==> config.mk <==
export PLATFORM = sky130hd
export DESIGN_NAME = freq_divider_mc
export DESIGN_NICKNAME = d
export VERILOG_FILES = /design/src/rtl/freq_divider_mc.sv
export SDC_FILE = /design/constraint.sdc
export NUM_CORES = 1
export LEC_CHECK = 0
export BUFFER_PORTS_ARGS = -buffer_cell sky130_fd_sc_hd__buf_4
export CAP_MARGIN = 15
export CORE_MARGIN = 5
export CORE_UTILIZATION = 34
export DETAILED_ROUTE_END_ITERATION = 6
export PLACE_DENSITY = 0.5
export SLEW_MARGIN = 10
export SYNTH_ARGS = -nofsm -noshare
export SYNTH_HDL_FRONTEND = slang
export SYNTH_SLANG_ARGS = --single-unit
export TNS_END_PERCENT = 100
==> constraint.sdc <==
create_clock -name clk_freq1 -period 7.5 [get_ports clk_freq1]
set_input_delay 1.5 -clock clk_freq1 [delete_from_list [all_inputs] [get_ports clk_freq1]]
set_output_delay 1.5 -clock clk_freq1 [all_outputs]
set_load 0.02 [all_outputs]
==> src/rtl/freq_divider_mc.sv <==
// rtl/freq_divider_mc.sv - multi-channel programmable frequency divider
//
// Purpose: derives N_CH independent square waves and one-cycle tick strobes
// from clk_freq1. Each channel has a shadow divisor (written through the cfg
// port) and an active divisor (used for counting). The shadow value is copied
// into active only at a period boundary, on sync_i, or while the channel is
// disabled, so divisor changes never produce runt pulses.
//
// Ports:
//   clk_freq1  system clock, rising edge
//   rst_key1   synchronous active-high reset
//   ch_en      per-channel run enable
//   sync_i     pulse restarting every enabled channel at count 0
//   cfg_we     divisor write strobe
//   cfg_ch     channel index for the write
//   cfg_div    new divisor (must be >= 2)
//   cfg_err    one-cycle pulse after a rejected write
//   freq_2     divided square outputs, registered
//   tick       one-cycle strobe at the end of each period, registered
module freq_divider_mc #(
  parameter int N_CH    = 4,
  parameter int DIV_W   = 16,
  parameter int DEF_DIV = 104,
  localparam int CH_W   = (N_CH > 1) ? $clog2(N_CH) : 1
) (
  input  logic              clk_freq1,
  input  logic              rst_key1,
  input  logic [N_CH-1:0]   ch_en,
  input  logic              sync_i,
  input  logic              cfg_we,
  input  logic [CH_W-1:0]   cfg_ch,
  input  logic [DIV_W-1:0]  cfg_div,
  output logic              cfg_err,
  output logic [N_CH-1:0]   freq_2,
  output logic [N_CH-1:0]   tick
);

  // One extra bit so that an index equal to N_CH (e.g. N_CH a power of two
  // minus nothing representable) still compares correctly.
  localparam logic [CH_W:0] NCH_V = (CH_W+1)'(N_CH);

  logic [DIV_W-1:0] shadow_q [N_CH];
  logic [DIV_W-1:0] shadow_d [N_CH];
  logic [DIV_W-1:0] active_q [N_CH];
  logic [DIV_W-1:0] active_d [N_CH];
  logic [DIV_W-1:0] count_q  [N_CH];
  logic [DIV_W-1:0] count_d  [N_CH];
  logic [N_CH-1:0]  freq_q, freq_d;
  logic [N_CH-1:0]  tick_q, tick_d;
  logic             err_q, err_d;

  logic             cfg_ok;
  logic             wrap;
  logic [DIV_W-1:0] nxt;

  assign cfg_ok = ({1'b0, cfg_ch} < NCH_V) && (cfg_div >= DIV_W'(2));

  always_comb begin
    shadow_d = shadow_q;
    active_d = active_q;
    count_d  = count_q;
    freq_d   = freq_q;
    tick_d   = tick_q;
    err_d    = cfg_we && !cfg_ok;
    wrap     = 1'b0;
    nxt      = '0;
    for (int i = 0; i < N_CH; i++) begin
      wrap = (count_q[i] == active_q[i] - DIV_W'(1));
      nxt  = wrap ? '0 : count_q[i] + DIV_W'(1);
      // The shadow write is independent of the channel's run state; the
      // active copies below read shadow_q, i.e. the pre-write value.
      if (cfg_we && cfg_ok && (cfg_ch == CH_W'(i)))
        shadow_d[i] = cfg_div;
      if (!ch_en[i]) begin
        count_d[i]  = '0;
        freq_d[i]   = 1'b0;
        tick_d[i]   = 1'b0;
        active_d[i] = shadow_q[i];
      end else if (sync_i) begin
        count_d[i]  = '0;
        freq_d[i]   = ((shadow_q[i] >> 1) != '0);
        tick_d[i]   = 1'b0;
        active_d[i] = shadow_q[i];
      end else begin
        count_d[i]  = nxt;
        freq_d[i]   = (nxt < (active_q[i] >> 1));
        tick_d[i]   = wrap;
        if (wrap)
          active_d[i] = shadow_q[i];
      end
    end
  end

  always_ff @(posedge clk_freq1) begin
    if (rst_key1) begin
      for (int i = 0; i < N_CH; i++) begin
        shadow_q[i] <= DIV_W'(DEF_DIV);
        active_q[i] <= DIV_W'(DEF_DIV);
        count_q[i]  <= '0;
      end
      freq_q <= '0;
      tick_q <= '0;
      err_q  <= 1'b0;
    end else begin
      for (int i = 0; i < N_CH; i++) begin
        shadow_q[i] <= shadow_d[i];
        active_q[i] <= active_d[i];
        count_q[i]  <= count_d[i];
      end
      freq_q <= freq_d;
      tick_q <= tick_d;
      err_q  <= err_d;
    end
  end

  assign cfg_err = err_q;
  assign freq_2  = freq_q;
  assign tick    = tick_q;

endmodule

Word level (Yosys, flattened, before mapping)
Cells that the tools add are included.
{"block": "word_totals", "ff_bits": 201, "in_bits": 26, "output_inout_bits": 9, "word_cells": 89}
{"block": "classes", "n_eq_ne": 11, "order_cmp": 5, "bitwise": 4, "mux": 20, "n_addsub": 8, "n_reduce_logical": 20}
{"operator": "2-to-1 mux 16 bit", "n": 16}
{"operator": "adder 16 x 1 -> 16 bit, second input constant", "n": 4}
{"operator": "equality test 16 bit", "n": 4}
{"operator": "less-than comparator 16 x 15 -> 1 bit", "n": 4}
{"operator": "nonzero test 16 bit", "n": 4}
{"operator": "subtractor 16 x 1 -> 16 bit, second input constant", "n": 4}
{"operator": ">= comparator 16 x 2 -> 1 bit, second input constant", "n": 1}
{"operator": "!= test 3 x 1 -> 1 bit, second input constant", "n": 4}
{"operator": "OR reduction 3 bit", "n": 4}
{"operator": "OR reduction 2 bit", "n": 4}
{"operator": "logical AND 1 bit", "n": 6}
{"operator": "equality test 2 bit, second input constant", "n": 2}
{"operator": "2-to-1 mux 1 bit", "n": 4}
{"operator": "inverter 1 bit", "n": 4}
{"operator": "equality test 2 x 1 -> 1 bit, second input constant", "n": 1}
{"operator": "logical NOT 2 bit", "n": 1}
{"operator": "logical NOT 1 bit", "n": 1}

Depth between registers and ports, before layout
Gate-level depths: netlist of the first run.
{"block": "depth", "depth_word": 5, "mapped_depth": 20, "depth_no_buf": 17}

Worst setup path before layout of the first run
No wires, ideal clock.
{"block": "synth_path", "path_kind": "register to register", "start": "reg active_q[0] in the netlist's numbering", "end": "reg freq_q[3] (netlist: freq_2[3])", "arrival_ns": 4.135, "slack_ns": 3.305, "path_stages_with_launch": 20, "cell_sequence": "dfxtp_1 -> inv_1 -> ha_1 -> nor3b_1 -> nand4_1 -> o221a_2 -> a211oi_1 -> o22ai_1 -> nor2_1 -> clkbuf_1 -> buf_1 -> nor2_1 -> ha_1 -> a21o_1 -> a21o_1 -> a21oi_1 -> nor2_1 -> a2111oi_0 -> a22o_1 -> o2111a_1"}
{"block": "synth_between", "elab_chain_len": 5}
{"item": "start: declaration", "line_no": "44", "text": "logic [DIV_W-1:0] active_q [N_CH];"}
{"item": "start signal: indexed assignment", "line_no": "98", "text": "active_q[i] <= DIV_W'(DEF_DIV);"}
{"item": "start signal: indexed assignment", "line_no": "107", "text": "active_q[i] <= active_d[i];"}
{"item": "subtractor 16 x 1 -> 16 bit", "line_no": "68", "text": "wrap = (count_q[i] == active_q[i] - DIV_W'(1));"}
{"item": "equality test 16 bit", "line_no": "68"}
{"item": "2-to-1 mux 16 bit", "line_no": "69", "text": "nxt = wrap ? '0 : count_q[i] + DIV_W'(1);"}
{"item": "via nxt[9]", "line_no": "54", "text": "logic [DIV_W-1:0] nxt;"}
{"item": "less-than comparator 16 x 15 -> 1 bit", "line_no": "86", "text": "freq_d[i] = (nxt < (active_q[i] >> 1));"}
{"item": "2-to-1 mux 1 bit", "line_no": "79", "text": "end else if (sync_i) begin"}
{"item": "end signal: assignment", "line_no": "110", "text": "freq_q <= freq_d;"}
{"item": "end: declaration", "line_no": "48", "text": "logic [N_CH-1:0] freq_q, freq_d;"}
The timed path passes the listed nets, and every way through them passes these cells.
A chain may end at the register's enable or synchronous reset.

Worst setup path after layout of the first run
{"block": "layout_path", "start": "reg active_q[1] in the netlist's numbering", "end": "reg freq_q[3] (netlist: freq_2[3])"}
The elaborated chain is that of the path after synthesis.

==> metrics.csv, run 1 <==
stage;metric;value;unit
power_and_ir_drop;leakagePower;5.72;nW
route;num_vias;9464;
place;place_ws;2.60;ns
critical_path;crit_type;flop to flop;
cells_and_area;finalNetCount;1460;
synthesis;ys_seq_area_share;34.8;%
run_status;outcome;finished, final reports clean;
synthesis;synth_cell_type_count;76;
synthesis;ys_top_cells_by_count;236 x nor2_1, 201 x dfxtp_1, 117 x mux2i_1;
place;dp_hpwl;22.3;mm
floorplan;die_h;194;microns
hold_path;hold_class;flop to flop;
floorplan;top_level_ports;35;
synthesis;avgSynthCellArea;8.50;sq um
synthesis;syn_area;11600;sq um
clocking;hold_buffers;0;
critical_path;cp_data_arrival_time;5.10;ns
floorplan;fp.coreArea;33500;sq um
grt;grt_first_pass_wirelength;49.6;mm
route;drc;0;
cells_and_area;nFillCells;3496;
place;numPortBuffers;34;
synthesis;synthTopCellsByArea;dfxtp_1 35%, mux2i_1 10%, nor2_1 7.7%, ha_1 6.9%, xnor2_1 4.9%;
synthesis;synthFlopType;dfxtp_1;
sta;worst_pin_slew;1.12;ns
clocking;clk_latency;0.51;ns
clocking;cts_setup_buffers;0;
floorplan;die_x;194;microns
route;ant_nets;0;
sta;rsz0062_at_grt;no;
grt;grt_pass1_vias;9394;
clocking;cts_sinks;201;
synthesis;synth_top_area_cell;dfxtp_1;
route;drt_first_pass_iters;5;
route;avgViaCountPerCell;5.17;
power_and_ir_drop;powerDensity;183;nW/um^2
grt;grt.overflow.total;0;
sta;max_slew_margin;25.3;%
floorplan;rows;67;
critical_path;end_kind;flop;
synthesis;synth_top_area_share;34.8;%
clocking;clkTransAtPathRegs;0.06;ns
grt;grt_max_degree;106;
route;first_iter_violations;482;
run;drv_cap;0;
sta;fin_skew;0.0143;ns
synthesis;syn-num-nets;1451;
clocking;cts-resized-gates;0;
clocking;root_buffer;clkbuf_16;
power_and_ir_drop;vdd_drop_max;158;uV
synthesis;synth-seq-cells;201;
sta;fin_tns_setup;0;ns
grt;track_usage;15.6;%
sta;fin_crit_sh;62.0;%
sta;timing.final.setup_violations;0;
synthesis;async_flop_share;0;%
grt;antenna_found_initial;0;
floorplan;initial_core_util;34.5;%
cells_and_area;syn2layout_area_growth;11.9;%
clocking;cts.path.max_buffers;3;
cells_and_area;instances_no_fill;1832;
cells_and_area;drive_gt1_share;6.72;%
critical_path;startpoint_type;flop;
critical_path;cp.required;7.95;ns
route;wire_per_inst;16.5;microns
place;dp.cells;1791;
synthesis;syn_inst;1361;
sta;hold_violations;0;
critical_path;cp_max_fo;20;
synthesis;synth.most_common_cell;nor2_1;
sta;fin_ws;2.85;ns
clocking;cts_tree;built;
sta;max_freq;215;MHz
place;gp_congestion;0.862;
floorplan;dieArea;37800;sq um
route;totalWireLength;30.3;mm
clocking;cts_buffers;23;
cells_and_area;antennaDiodeCount;0;
clocking;htree_levels;1;
sta;slew_violations;0;
synthesis;yosysWarningCount;0;
synthesis;synth-edff-count;0;
sta;period_needed;4.65;ns
==> cells in the final DEF (no fill, tap or decap), types with 10 or more instances in the layout <==
cell	instances
nand3_1	49
dfxtp_1	201
a21oi_1	19
nor2_1	235
mux2i_1	117
a21o_1	18
nand4_1	29
or3_1	10
xor2_1	64
buf_4	42
o211ai_1	16
xnor2_1	65
clkbuf_16	23
nor4_1	27
inv_1	75
a211oi_1	15
nand2_1	64
and3_1	27
nor3_1	62
ha_1	64
o21ai_0	18
==> critical path, stage by stage, from the launching register on <==
cell and delay (ns):
dfxtp_1 0.37, inv_1 0.08, ha_1 0.16, nor3b_1 0.77
nand4_1 0.18, o221a_2 0.28, a211oi_1 0.21, o22ai_1 0.18
nor2_2 0.45, buf_8 0.23, nor2_1 0.07, ha_1 0.28
a21o_1 0.16, a21o_1 0.17, a21oi_1 0.15, nor2_1 0.05
a2111oi_0 0.42, a22o_1 0.19, o2111a_1 0.18
==> logic make-up (layout without fill, tap and decap cells) <==
kind of cell | count (synthesis) | in the layout | share of synthesized area [%]
simple gates | 561 | 561 | 23.6
flops | 201 | 201 | 34.8
compound gates | 151 | 151 | 9.66
buf+inv | 136 | 159 | 4.77
xor+xnor | 131 | 131 | 10.2
mux | 117 | 117 | 10.1
fa+ha+maj | 64 | 64 | 6.92
==> metrics by stage <==
step                      hold slack (ns)  util, %  instance area (sq um)  power, mW
after floorplan                     0.460        -                  11600       1.27
after global placement              0.488     36.4                  12200       1.33
after detailed placement            0.495     36.4                  12200       1.33
after CTS                           0.501     38.5                  12900       2.41
after global routing                0.532     38.6                  13000       2.48
final                               0.500     38.6                  13000       2.37
==> path summary, 6_finish.rpt <==
kind                             startpoint                        end  slack [ns]  cells past startpoint
setup / recovery   active_q[1]$_SDFFE_PP0P_       freq_2[3]$_SDFF_PP0_        2.85                     18
setup reg to reg   active_q[1]$_SDFFE_PP0P_       freq_2[3]$_SDFF_PP0_        2.85                     18
hold reg to reg   shadow_q[48]$_SDFFE_PP0P_  active_q[48]$_SDFFE_PP0P_        0.50                      2
hold / removal    shadow_q[48]$_SDFFE_PP0P_  active_q[48]$_SDFFE_PP0P_        0.50                      2
==> area by class of cell <==
type	count	area, sq um	area share, %
Timing Repair Buffer	44	342	2.64
Sequential cell	201	4020	31.1
Clock inverter	3	15.0	0.116
Inverter	76	285	2.20
Clock buffer	36	694	5.36
Tap cell	448	561	4.33
Multi-Input combinational cell	1024	7030	54.3
==> state kept, by name, indices dropped and copies added, names as in the netlist <==
| register | flops |
|---|---|
| tick | 4 |
| cfg_err | 1 |
| freq_2 | 4 |
| shadow_q | 64 |
| count_q | 64 |
| active_q | 64 |
==> where the power goes <==
part	switching, mW	total (mW)	internal, mW	leakage (nW)
clock	0.433	1.06	0.629	0.353
combinational	0.114	0.191	0.0771	3.74
sequential	0.0279	1.12	1.09	1.63
total	0.575	2.37	1.80	5.72
==> metal layers <==
metal	GRT usage, %	share of wire, %
met4	3.65	1.9
met1	21.3	49
met2	26.5	47
met5	0	0
met3	1.77	2.8
Note: power is estimated with default switching activity, not from simulation.
==> run 2, diff against run 1 <==
Clock period 7.5 ns to 4.55 ns, I/O delays scaled along.
==> run 2 against run 1 <==
Compared with the run above: worst hold slack is essentially flat; final cell count is 1.5% higher; via count grew 0.56%; global-route usage is 0.13 points higher; design area rose by 2.5%; total power increased by 78%; core utilization up 0.95 points; non-clock buffer count is 22 higher; count of clock-buffer cells in the layout is 3 lower; sequential power rose by 64%; clock skew fell by 0.0091 ns; clock power up 94%; critical path type unchanged; highest routed layer unchanged.
==> metrics.csv, run 2 (synthesis results as in run 1) <==
stage;metric;value;unit
critical_path;cp_max_fo;7;
power_and_ir_drop;leakagePower;5.91;nW
sta;fin_crit_sh;91.1;%
route;num_vias;9517;
cells_and_area;antennaDiodeCount;0;
critical_path;cp-startpoint;active_q[24]$_SDFFE_PP0P_;
critical_path;cp.required;4.99;ns
clocking;htree_levels;1;
route;wire_per_inst;16.5;microns
critical_path;r2r-start;active_q[24]$_SDFFE_PP0P_;
run;drv_cap;0;
critical_path;end_kind;flop;
critical_path;reg2regPathDepth;15;
hold_path;hp-start;shadow_q[32]$_SDFFE_PP0P_;
route;first_iter_violations;528;
clocking;cts_tree;built;
sta;period_needed;4.14;ns
grt;grt_first_pass_wirelength;50.3;mm
grt;grt_max_degree;67;
floorplan;initial_core_util;34.5;%
cells_and_area;drive_gt1_share;8.93;%
critical_path;cp_data_arrival_time;4.58;ns
cells_and_area;layout_commonest_cell;nor2_1;
cells_and_area;top_regs;active_q: 64 flops, count_q: 64 flops, shadow_q: 64 flops;
cells_and_area;final_cell_mix;235 x nor2_1, 201 x dfxtp_1, 117 x mux2i_1;
critical_path;crit_type;flop to flop;
cells_and_area;nFillCells;3483;
route;avgViaCountPerCell;5.12;
place;gp_congestion;0.834;
cells_and_area;syn2layout_area_growth;14.7;%
route;drt_first_pass_iters;5;
route;ant_nets;0;
critical_path;startpoint_type;flop;
floorplan;die_h;194;microns
route;totalWireLength;30.6;mm
sta;max_freq;241;MHz
clocking;clkTransAtPathRegs;0.06;ns
place;place_ws;0.319;ns
sta;slew_violations;0;
floorplan;die_x;194;microns
power_and_ir_drop;vdd_drop_max;258;uV
floorplan;rows;67;
clocking;cts_buffers;24;
sta;worst_pin_slew;0.871;ns
sta;max_slew_margin;41.8;%
sta;timing.final.setup_violations;0;
floorplan;fp.coreArea;33500;sq um
place;numPortBuffers;34;
floorplan;top_level_ports;35;
run_status;outcome;finished, final reports clean;
cells_and_area;finalNetCount;1483;
clocking;clk_latency;0.51;ns
power_and_ir_drop;powerDensity;319;nW/um^2
clocking;cts_sinks;201;
sta;fin_ws;0.407;ns
clocking;root_buffer;clkbuf_16;
grt;antenna_found_initial;0;
sta;fin_tns_setup;0;ns
floorplan;dieArea;37800;sq um
sta;rsz0062_at_grt;no;
hold_path;holdPathStages;2;
grt;grt.overflow.total;0;
place;dp_hpwl;23.0;mm
sta;fin_skew;0.00527;ns
route;drc;0;
clocking;cts.path.max_buffers;3;
sta;hold_violations;0;
hold_path;hold_class;flop to flop;
grt;grt_pass1_vias;9460;
grt;track_usage;15.7;%
run 2: layer usage:
layer / vias up / routed length [microns] / track usage [%]
met5: - / 0 / 0
met4: 0 / 639 / 3.88
met3: 32 / 1020 / 2.04
met2: 138 / 14300 / 26.9
met1: 4489 / 14700 / 21.1
li1: 4858 / - / -
run 2: worst max-delay path, stage by stage (launching register included):
cell and delay, ns:
dfxtp_1 0.35, or4_1 0.61, or4_4 0.54, o32a_1 0.38
a2111oi_4 0.41, buf_4 0.22, nor2_1 0.05, ha_1 0.29
a21o_1 0.19, a21o_1 0.17, a211oi_1 0.31, o31ai_1 0.14
nand2_1 0.12, o21a_1 0.13, nor2_1 0.04, nor3_1 0.13
run 2: power by group:
group / internal (mW) / switching (mW) / total, mW
clock: 1.31 / 0.754 / 2.06
combinational: 0.132 / 0.191 / 0.323
sequential: 1.80 / 0.0450 / 1.84
run 2: path summary, 6_finish.rpt:
check | to | slack (ns)
min reg2reg | shadow_q[32]$_SDFFE_PP0P_ | 0.50
min | shadow_q[32]$_SDFFE_PP0P_ | 0.50
max reg2reg | freq_2[2]$_SDFF_PP0_ | 0.41
max | freq_2[2]$_SDFF_PP0_ | 0.41
run 2: cell type report:
| class | count | area, sq um | share of cell area [%] |
|---|---|---|---|
| tap | 448 | 561 | 4.22 |
| sequential | 201 | 4020 | 30.3 |
| clock buffer | 33 | 706 | 5.32 |
| timing repair buffer | 66 | 495 | 3.73 |
| multi-input combinational | 1024 | 7040 | 53.1 |
| inverter | 76 | 285 | 2.15 |
| clock inverter | 11 | 158 | 1.19 |
run 2: what timing repair did:
| item | 4_1_cts | 5_1_grt |
|---|---|---|
| endpoints found under the setup margin | 0 | 3 |
| gates resized for setup | 0 | 3 |
| hold buffers | 0 | 0 |
| setup buffers | 0 | 3 |
run 2: per-stage QoR:
| step | std cells | total power [mW] | utilization, % | area (sq um) | hold WS (ns) |
|---|---|---|---|---|---|
| final | 1859 | 4.23 | 39.6 | 13300 | 0.500 |
| after CTS | 1856 | 4.29 | 39.5 | 13200 | 0.502 |
| after global routing | 1859 | 4.41 | 39.6 | 13300 | 0.525 |
| after detailed placement | 1812 | 2.20 | 36.9 | 12400 | 0.486 |
| after floorplan | 1361 | 2.09 | - | 11600 | 0.460 |
| after global placement | 1812 | 2.20 | 36.9 | 12400 | 0.481 |
